$ cat src/rtl/forward_net_batch_sequencer_pkg.sv
// ---------------------------------------------------------------------------
// forward_net_batch_sequencer_pkg
//   Shared types and defaults for the forward-net batch sequencer.
//   - data_type / double_data_type : signed fixed-point sample and cost types
//   - seq_state_t                  : sequencer FSM state encoding
//   - COUNT_DELAY_DEFAULT          : default net_load -> valid-output latency
// ---------------------------------------------------------------------------
package forward_net_batch_sequencer_pkg;

    localparam int DATA_W_DEFAULT      = 16;
    localparam int ACC_W_DEFAULT       = 32;
    localparam int COUNT_DELAY_DEFAULT = 4;

    typedef logic signed [DATA_W_DEFAULT-1:0] data_type;
    typedef logic signed [ACC_W_DEFAULT-1:0]  double_data_type;

    typedef enum logic [2:0] {
        S_IDLE    = 3'd0,
        S_FETCH   = 3'd1,
        S_LOAD    = 3'd2,
        S_WAIT    = 3'd3,
        S_CAPTURE = 3'd4,
        S_DONE    = 3'd5
    } seq_state_t;

endpackage

$ cat src/rtl/forward_net_batch_sequencer_cost_acc.sv
// ---------------------------------------------------------------------------
// fwd_seq_cost_acc
//   Sums the magnitudes of the L4 packed signed dAL lanes and adds the sum
//   into a saturating cost accumulator. Only built when the
//   FWD_SEQ_COST_ACCUM_EN macro is defined in the top.
// Ports
//   clk, reset : clock, asynchronous active-low reset
//   clear      : zero the accumulator (batch start)
//   add_en     : add |dAL| sum this cycle (result handshake)
//   dal        : L4*DATA_W packed signed output-layer error
//   cost_acc   : accumulated cost, saturates at 2^ACC_W-1
// ---------------------------------------------------------------------------
module fwd_seq_cost_acc #(
    parameter int L4     = 2,
    parameter int DATA_W = 16,
    parameter int ACC_W  = 32
) (
    input  logic                 clk,
    input  logic                 reset,
    input  logic                 clear,
    input  logic                 add_en,
    input  logic [L4*DATA_W-1:0] dal,
    output logic [ACC_W-1:0]     cost_acc
);

    // Two guard bits beyond the lane count so the sum never overflows,
    // including the most-negative magnitude 2^(DATA_W-1).
    localparam int SUM_W  = DATA_W + $clog2(L4) + 2;
    localparam int WIDE_W = ACC_W + SUM_W;

    logic [SUM_W-1:0]  abs_sum;
    logic [DATA_W:0]   lane_ext;
    logic [DATA_W:0]   lane_mag;
    logic [WIDE_W-1:0] wide_sum;
    logic [ACC_W-1:0]  acc_q;

    always_comb begin
        abs_sum  = '0;
        lane_ext = '0;
        lane_mag = '0;
        for (int k = 0; k < L4; k++) begin
            // Sign-extend by one bit first so negating -2^(DATA_W-1) is exact.
            lane_ext = {dal[k*DATA_W + DATA_W - 1], dal[k*DATA_W +: DATA_W]};
            lane_mag = lane_ext[DATA_W] ? ((~lane_ext) + {{DATA_W{1'b0}}, 1'b1}) : lane_ext;
            abs_sum  = abs_sum + {{(SUM_W-DATA_W-1){1'b0}}, lane_mag};
        end
    end

    assign wide_sum = {{SUM_W{1'b0}}, acc_q} + {{ACC_W{1'b0}}, abs_sum};

    always_ff @(posedge clk or negedge reset) begin
        if (!reset) begin
            acc_q <= '0;
        end else if (clear) begin
            acc_q <= '0;
        end else if (add_en) begin
            if (|wide_sum[WIDE_W-1:ACC_W]) begin
                acc_q <= '1;
            end else begin
                acc_q <= wide_sum[ACC_W-1:0];
            end
        end
    end

    assign cost_acc = acc_q;

endmodule

$ cat src/rtl/forward_net_batch_sequencer.sv
// ---------------------------------------------------------------------------
// forward_net_batch_sequencer
//   Walks a batch of samples in sample memory in front of the forward net:
//   FETCH (request sample) -> LOAD (one-cycle net_load) -> WAIT (net_enable
//   for the network latency) -> CAPTURE (result handshake) -> next sample or
//   DONE. Batch status via done/aborted pulses.
//   Optional feature: macro FWD_SEQ_COST_ACCUM_EN enables the saturating
//   |dAL| cost accumulator (fwd_seq_cost_acc); otherwise cost_acc is 0.
// Ports
//   clk, reset          : clock, asynchronous active-low reset
//   start, abort        : batch start pulse (IDLE only), synchronous abort
//   base_addr,batch_len : latched on start
//   sample_req/ack      : sample fetch request / acknowledge
//   sample_addr         : current sample address (wraps mod 2^ADDR_W)
//   net_load,net_enable : forward-net load pulse and enable
//   dAL                 : packed output-layer error, valid in CAPTURE
//   result_valid/ready  : result handshake
//   sample_idx          : index of current sample in batch
//   busy, done, aborted : status
//   cost_acc            : accumulated batch cost
//   dbg_state           : current FSM state encoding
// Handshakes: a transfer happens on a rising edge where both the valid-side
//   signal (sample_req / result_valid) and the accepting signal (sample_ack /
//   result_ready) are high; the valid side holds steady until that edge.
//   abort in a busy state overrides any transfer in the same cycle.
// ---------------------------------------------------------------------------
module forward_net_batch_sequencer
    import forward_net_batch_sequencer_pkg::*;
#(
    parameter int L4          = 2,
    parameter int DATA_W      = DATA_W_DEFAULT,
    parameter int ADDR_W      = 10,
    parameter int CNT_W       = 8,
    parameter int COUNT_DELAY = COUNT_DELAY_DEFAULT,
    parameter int ACC_W       = ACC_W_DEFAULT
) (
    input  logic                 clk,
    input  logic                 reset,
    input  logic                 start,
    input  logic                 abort,
    input  logic [ADDR_W-1:0]    base_addr,
    input  logic [CNT_W-1:0]     batch_len,
    output logic                 sample_req,
    input  logic                 sample_ack,
    output logic [ADDR_W-1:0]    sample_addr,
    output logic                 net_load,
    output logic                 net_enable,
    input  logic [L4*DATA_W-1:0] dAL,
    output logic                 result_valid,
    input  logic                 result_ready,
    output logic [CNT_W-1:0]     sample_idx,
    output logic                 busy,
    output logic                 done,
    output logic                 aborted,
    output logic [ACC_W-1:0]     cost_acc,
    output logic [2:0]           dbg_state
);

    // Counter holds COUNT_DELAY-1 down to 0, so LOAD plus COUNT_DELAY WAIT
    // cycles precede CAPTURE.
    localparam int DLY_W = (COUNT_DELAY > 1) ? $clog2(COUNT_DELAY) : 1;
    localparam logic [DLY_W-1:0]  DLY_LOAD = DLY_W'(COUNT_DELAY - 1);
    localparam logic [DLY_W-1:0]  DLY_ONE  = DLY_W'(1);
    localparam logic [ADDR_W-1:0] ADDR_ONE = ADDR_W'(1);
    localparam logic [CNT_W-1:0]  CNT_ONE  = CNT_W'(1);

    seq_state_t        state_q, state_d;
    logic [DLY_W-1:0]  dly_q;
    logic [ADDR_W-1:0] addr_q;
    logic [CNT_W-1:0]  idx_q;
    logic [CNT_W-1:0]  len_q;
    logic              aborted_q;
    logic              abort_hit;
    logic              last_sample;

    assign abort_hit   = abort && (state_q != S_IDLE);
    assign last_sample = (idx_q == (len_q - CNT_ONE));

    // ---------------- state register ----------------
    always_ff @(posedge clk or negedge reset) begin
        if (!reset) begin
            state_q <= S_IDLE;
        end else begin
            state_q <= state_d;
        end
    end

    // ---------------- next state and Moore outputs ----------------
    always_comb begin
        state_d      = state_q;
        sample_req   = 1'b0;
        net_load     = 1'b0;
        net_enable   = 1'b0;
        result_valid = 1'b0;
        done         = 1'b0;
        busy         = (state_q != S_IDLE);

        unique case (state_q)
            S_IDLE: begin
                if (start) begin
                    state_d = (batch_len != '0) ? S_FETCH : S_DONE;
                end
            end
            S_FETCH: begin
                sample_req = 1'b1;
                if (sample_ack) state_d = S_LOAD;
            end
            S_LOAD: begin
                net_load   = 1'b1;
                net_enable = 1'b1;
                state_d    = S_WAIT;
            end
            S_WAIT: begin
                net_enable = 1'b1;
                if (dly_q == '0) state_d = S_CAPTURE;
            end
            S_CAPTURE: begin
                result_valid = 1'b1;
                if (result_ready) state_d = last_sample ? S_DONE : S_FETCH;
            end
            S_DONE: begin
                done    = 1'b1;
                state_d = S_IDLE;
            end
            default: state_d = S_IDLE;
        endcase

        if (abort_hit) state_d = S_IDLE;
    end

    // ---------------- delay, index and address counters ----------------
    always_ff @(posedge clk or negedge reset) begin
        if (!reset) begin
            dly_q     <= '0;
            addr_q    <= '0;
            idx_q     <= '0;
            len_q     <= '0;
            aborted_q <= 1'b0;
        end else begin
            aborted_q <= abort_hit;
            unique case (state_q)
                S_IDLE: begin
                    if (start) begin
                        addr_q <= base_addr;
                        len_q  <= batch_len;
                        idx_q  <= '0;
                    end
                end
                S_LOAD: dly_q <= DLY_LOAD;
                S_WAIT: begin
                    if (dly_q != '0) dly_q <= dly_q - DLY_ONE;
                end
                S_CAPTURE: begin
                    if (result_ready && !abort && !last_sample) begin
                        idx_q  <= idx_q + CNT_ONE;
                        addr_q <= addr_q + ADDR_ONE;
                    end
                end
                default: ;
            endcase
        end
    end

    assign sample_addr = addr_q;
    assign sample_idx  = idx_q;
    assign aborted     = aborted_q;
    assign dbg_state   = state_q;

    // ---------------- optional cost accumulator ----------------
`ifdef FWD_SEQ_COST_ACCUM_EN
    logic cost_clear;
    logic cost_add;

    assign cost_clear = (state_q == S_IDLE) && start && (batch_len != '0);
    assign cost_add   = (state_q == S_CAPTURE) && result_ready && !abort;

    fwd_seq_cost_acc #(
        .L4     (L4),
        .DATA_W (DATA_W),
        .ACC_W  (ACC_W)
    ) u_cost_acc (
        .clk      (clk),
        .reset    (reset),
        .clear    (cost_clear),
        .add_en   (cost_add),
        .dal      (dAL),
        .cost_acc (cost_acc)
    );
`else
    logic unused_dal;
    assign unused_dal = ^dAL;
    assign cost_acc   = '0;
`endif

endmodule

$ cat config.mk
export PLATFORM = sky130hd
export DESIGN_NAME = forward_net_batch_sequencer
export DESIGN_NICKNAME = d
export VERILOG_FILES = /design/src/rtl/forward_net_batch_sequencer_pkg.sv /design/src/rtl/forward_net_batch_sequencer_cost_acc.sv /design/src/rtl/forward_net_batch_sequencer.sv
export SDC_FILE = /design/constraint.sdc
export NUM_CORES = 1
export LEC_CHECK = 0
export CORE_MARGIN = 8
export CORE_UTILIZATION = 44
export DETAILED_ROUTE_END_ITERATION = 10
export MAX_ROUTING_LAYER = met4
export PLACE_DENSITY = 0.86
export SLEW_MARGIN = 20
export SYNTH_ARGS = -nofsm -noshare
export SYNTH_HDL_FRONTEND = slang
export SYNTH_SLANG_ARGS = --single-unit
$ cat constraint.sdc
create_clock -name clk -period 6.2 [get_ports clk]
set_clock_uncertainty 0.15 [all_clocks]
set_input_delay 1.24 -clock clk [delete_from_list [all_inputs] [get_ports clk]]
set_output_delay 1.24 -clock clk [all_outputs]
set_load 0.01 [all_outputs]
After elaboration in Yosys (flattened, before gate mapping)
Cells that the tools add are included.

cells by class
  add/subtract/negate cells = 4
  equality and inequality tests = 13
  reduce and logical (&&, ||, !) cells = 17
  multiplexer cells = 21

operator list
  cell                     count
  $mux W3                  7
  $mux W10                 2
  $pmux W10 S2             1
  $mux W8                  2
  $pmux W8 S2              1
  $pmux W3 S5              1
  $ne A3 B3 Y1 const B     4
  $add A10 B1 Y10 const B  1
  $add A8 B1 Y8 const B    1
  $eq A8 B8 Y1             1
  $reduce_bool A8 Y1       1
  $sub A8 B1 Y8 const B    1
  $eq A3 B2 Y1 const B     2
  $eq A3 B3 Y1 const B     2
  $ne A2 B2 Y1 const B     3
  $reduce_bool A2 Y1       3
  $mux W1                  5
  $pmux W2 S2              1
  $reduce_and A2 Y1        2
  $reduce_and A4 Y1        1
  $eq A3 B1 Y1 const B     1
  $logic_and A1 B1 Y1      3
  $logic_not A3 Y1         1
  $reduce_and A3 Y1        1
  6 further kinds          7

word-level totals
  input port bits = 56
  register bits after elaboration = 32
  output and inout port bits = 60

Depth between registers and ports, before layout
  word-level depth = 6
  mapped depth = 9
  depth with buffers taken out = 8

Worst setup path before layout
Ideal clock, no wire load.

  path type = register to output
  start = reg state_q[2], in the netlist dbg_state[2]
  end = out done
  required time = 4.810 ns
  setup slack = 3.606 ns
  arrival time = 1.204 ns
  buffers on the path = 2
  cell stages (with the launch flop) = 4
  path through = dfrtp_1 > clkbuf_1 > clkbuf_1 > and3b_1

on the way
  cells in the longest elaborated chain, start to end = 2

ends and longest elaborated chain
  item                    RTL line                           source
  from (decl)             forward_net_batch_sequencer.sv:67  seq_state_t state_q, state_d;
  from (signal assigned)  forward_net_batch_sequencer.sv:84  state_q <= state_d;
  $eq A3 B3 Y1            forward_net_batch_sequencer.sv:98  unique case (state_q)
  $mux W1                 forward_net_batch_sequencer.sv:98
  to (decl)               forward_net_batch_sequencer.sv:53  output logic done,

No other way between the ends.

Worst setup path in the final report
  start = reg state_q[2], in the netlist dbg_state[2]
  end = out result_valid

on the way
  cells in the longest elaborated chain, start to end = 2

ends and longest elaborated chain
  item          RTL line                           source
  $eq A3 B3 Y1  forward_net_batch_sequencer.sv:98
  $mux W1       forward_net_batch_sequencer.sv:98
  to (decl)     forward_net_batch_sequencer.sv:49  output logic result_valid,

No other way between the ends.

==> run_summary.xml <==
<?xml version="1.0" encoding="UTF-8"?>
<metrics>
  <group name="status">
    <metric name="run_status" unit="">complete, no violations</metric>
  </group>
  <group name="synth">
    <metric name="ys_async_sr_fraction" unit="">1.00</metric>
    <metric name="yosys_most_used_dff" unit="">dfrtp_1</metric>
    <metric name="synth-compound-area-share" unit="">0.174</metric>
    <metric name="synth_simple_gate_area_frac" unit="">0.264</metric>
    <metric name="syn_std_cell_area" unit="um^2">2370</metric>
    <metric name="post_synth_fa_ha_maj_area_fraction" unit="">0.0211</metric>
    <metric name="ys.warnings.count" unit="">0</metric>
    <metric name="synth_edf_count" unit="">0</metric>
    <metric name="avgSynthCellArea" unit="um^2">8.38</metric>
    <metric name="synth_top_family_by_area" unit="">simple AND/OR/NAND/NOR gates</metric>
    <metric name="yosys.area_share.xor_xnor" unit="">0.0296</metric>
    <metric name="synth-seq-cells" unit="">32</metric>
    <metric name="synthesis.instances" unit="">283</metric>
    <metric name="yosys.cell_types.count" unit="">56</metric>
    <metric name="synth.area.mux_share" unit="">0.0211</metric>
    <metric name="synth-seq-area-share" unit="">0.338</metric>
  </group>
  <group name="detailed_routing">
    <metric name="routedWlPerCell" unit="um">15.1</metric>
    <metric name="via_per_inst" unit="">5.22</metric>
    <metric name="detail_route.wirelength" unit="um">6050</metric>
    <metric name="drc" unit="">0</metric>
    <metric name="routed-via-count" unit="">2088</metric>
    <metric name="ant_nets" unit="">0</metric>
    <metric name="dr.pass1.iters" unit="">4</metric>
    <metric name="drt-initial-drc-count" unit="">89</metric>
  </group>
  <group name="clock_tree">
    <metric name="clock_insertion_delay_worst_skew" unit="ps">290</metric>
    <metric name="clock-root-buffer" unit="">clkbuf_8</metric>
    <metric name="cts_tree" unit="">yes</metric>
    <metric name="cts.clk_slew.worst_paths" unit="ps">60</metric>
    <metric name="htree_num_levels" unit="">2</metric>
    <metric name="cts-hold-fix-buffers" unit="">0</metric>
    <metric name="cts_bufs_inserted" unit="">5</metric>
    <metric name="cts_setup_buffers" unit="">0</metric>
    <metric name="tritoncts_num_sinks" unit="">32</metric>
    <metric name="cts_max_path_buffers" unit="">2</metric>
    <metric name="cts_resized" unit="">0</metric>
  </group>
  <group name="floorplan">
    <metric name="die_height" unit="um">89.4</metric>
    <metric name="die_w" unit="um">89.4</metric>
    <metric name="design.core.area" unit="um^2">5140</metric>
    <metric name="dieArea" unit="um^2">7990</metric>
    <metric name="design.portCount" unit="">116</metric>
    <metric name="initial_utilization" unit="">0.461</metric>
    <metric name="row_count" unit="">26</metric>
  </group>
  <group name="cells_and_area">
    <metric name="finish.utilization" unit="">0.559</metric>
    <metric name="mostFrequentLayoutCell" unit="">clkdlybuf4s50_1</metric>
    <metric name="mostFrequentLayoutCells" unit="">clkdlybuf4s50_1, nand2_1, conb_1, dfrtp_1, nor2_1</metric>
    <metric name="area_growth_syn_to_layout" unit="%">21.2</metric>
    <metric name="diodes" unit="">0</metric>
    <metric name="fill_cells" unit="">506</metric>
    <metric name="layout-drive-gt1-share" unit="">0.0636</metric>
    <metric name="final_nets" unit="">389</metric>
    <metric name="design_area" unit="um^2">2870</metric>
  </group>
  <group name="worst_hold_path">
    <metric name="timing.hold.worst_path_depth" unit="">1</metric>
    <metric name="holdCritPathClass" unit="">reg -&gt; reg</metric>
    <metric name="worst_hold_launch" unit="">dly_q[0]</metric>
    <metric name="holdPathEnd" unit="">dly_q[0]</metric>
  </group>
  <group name="placed_design">
    <metric name="dp_hpwl" unit="um">4540</metric>
    <metric name="pre_cts_slack" unit="ps">2750</metric>
    <metric name="port-buffer-count" unit="">51</metric>
    <metric name="routability_congestion" unit="">0.855</metric>
    <metric name="placed_area" unit="um^2">2780</metric>
  </group>
  <group name="timing">
    <metric name="tightestPinTransition" unit="ps">829</metric>
    <metric name="fin_setup_tns" unit="ps">0</metric>
    <metric name="fin_worst_hold_slack" unit="ps">344</metric>
    <metric name="relSlewSlack" unit="">0.448</metric>
    <metric name="finalSetupViolCount" unit="">0</metric>
    <metric name="fin_crit" unit="ps">3590</metric>
    <metric name="achievable-frequency" unit="MHz">278</metric>
    <metric name="layout_setup_ws" unit="ps">2610</metric>
    <metric name="post-route-period-util" unit="">0.579</metric>
    <metric name="drv_slew" unit="">0</metric>
    <metric name="rsz0062_at_grt" unit="">false</metric>
    <metric name="report.final.hold_viol_count" unit="">0</metric>
  </group>
  <group name="worst_setup_path">
    <metric name="worst-endpoint-arrival" unit="ps">2200</metric>
    <metric name="setup.worst_path.end_class" unit="">output port</metric>
    <metric name="critical_path.startpoint_type" unit="">flip-flop</metric>
    <metric name="cp-startpoint" unit="">dbg_state[2]</metric>
    <metric name="worstSetupPathType" unit="">reg -&gt; out</metric>
    <metric name="worstPathRequired" unit="ps">4810</metric>
    <metric name="reg2reg_slack" unit="ps">3250</metric>
    <metric name="r2r_cells" unit="">8</metric>
    <metric name="crit-reg2reg-capture" unit="">sample_addr[5]</metric>
    <metric name="regToRegStartpoint" unit="">len_q[0]</metric>
    <metric name="critical_path.max_fanout" unit="">23</metric>
  </group>
  <group name="run">
    <metric name="drv.max_cap_violation_count" unit="">0</metric>
  </group>
  <group name="global_route">
    <metric name="via_count_of_the_first_global_routing_pass" unit="">2049</metric>
    <metric name="grt_antenna_before_repair" unit="">0</metric>
    <metric name="groute.usage.overall" unit="">0.156</metric>
    <metric name="grt_max_degree" unit="">33</metric>
    <metric name="grt_first_pass_wirelength" unit="um">9380</metric>
    <metric name="globalRouteOverflowTotal" unit="">0</metric>
  </group>
  <group name="pwr">
    <metric name="p_leak" unit="nW">1.19</metric>
    <metric name="irDropWorstVdd" unit="uV">184</metric>
    <metric name="power-per-cell-area" unit="nW/um^2">368</metric>
  </group>
</metrics>
[sequential cells by signal (all words and copies together), names as in the netlist]
register	cells
aborted	1
dbg_state	3
dly_q	2
len_q	8
sample_addr	10
sample_idx	8
[kinds of logic after synthesis]
| family | after synthesis |
|---|---|
| AO/OA/AOI/OAI | 57 |
| XOR/XNOR | 8 |
| adder cells (fa/ha/maj) | 4 |
| buffers and inverters | 57 |
| flip-flops | 32 |
| multiplexers | 5 |
| other | 1 |
| AND/OR/NAND/NOR | 119 |
[final cells by class]
type	instances	area [um^2]	area share
clock buffer	8	90.1	0.0314
inverter	13	48.8	0.0170
multi-input combinational	225	1330	0.462
sequential	32	801	0.279
tap	70	87.6	0.0305
timing repair buffer	52	518	0.180
[worst max-delay path by stage]
stage | end | slack (ps) | depth (start not counted)
after global placement | sample_idx[6] | 2810 | 6
after floorplan | done | 3610 | 3
after CTS | result_valid | 2590 | 3
after detailed placement | sample_idx[2] | 2750 | 6
after global routing | result_valid | 2400 | 3
final | result_valid | 2610 | 3
[report_power, final]
part / leakage [nW] / internal (mW) / switching (mW) / total, mW
sequential: 0.398 / 0.280 / 0.105 / 0.385
combinational: 0.746 / 0.247 / 0.259 / 0.506
clock: 0.0455 / 0.0905 / 0.0761 / 0.167
[metal layers]
metal	part of all wire	vias to the layer above	GRT usage
met3	0.069	8	0.0487
met4	0.012	0	0.0574
met2	0.50	66	0.257
met1	0.42	986	0.172
li1	-	1028	-
met5	0	-	-
[synth_stat cells (2+ instances only)]
library cell / count / area [um^2]
nand2_1: 47 / 176
buf_4: 34 / 255
dfrtp_1: 32 / 801
nor2_1: 18 / 67.6
nand3_1: 14 / 70.1
a21oi_1: 13 / 65.1
inv_1: 12 / 45.0
a211oi_1: 11 / 82.6
o21ai_0: 10 / 50.1
clkbuf_1: 8 / 30.0
mux2i_1: 5 / 50.1
nor3_1: 5 / 25.0
nor4_1: 5 / 31.3
ha_1: 4 / 50.1
nor3b_1: 4 / 30.0
xnor2_1: 4 / 35.0
xor2_1: 4 / 35.0
a31oi_1: 3 / 18.8
and3b_1: 3 / 26.3
and2_1: 2 / 12.5
and3_1: 2 / 12.5
nand2b_1: 2 / 12.5
nand3b_1: 2 / 15.0
nand4_1: 2 / 12.5
o211ai_1: 2 / 15.0
o22ai_1: 2 / 12.5
o311ai_0: 2 / 17.5
o41ai_1: 2 / 17.5
or4_1: 2 / 15.0
[worst max-delay path, stage by stage, from the launching register on]
cell and delay [ps]:
dfrtp_1 770, nand2_1 300, inv_2 260, clkdlybuf4s50_1 590
[stage by stage]
step / total power [mW] / std cells
after floorplan: 0.720 / 314
after global placement: 0.878 / 392
after detailed placement: 0.897 / 392
after CTS: 1.07 / 400
after global routing: 1.14 / 400
final: 1.06 / 400
Note: power is estimated with default switching activity, not from simulation.
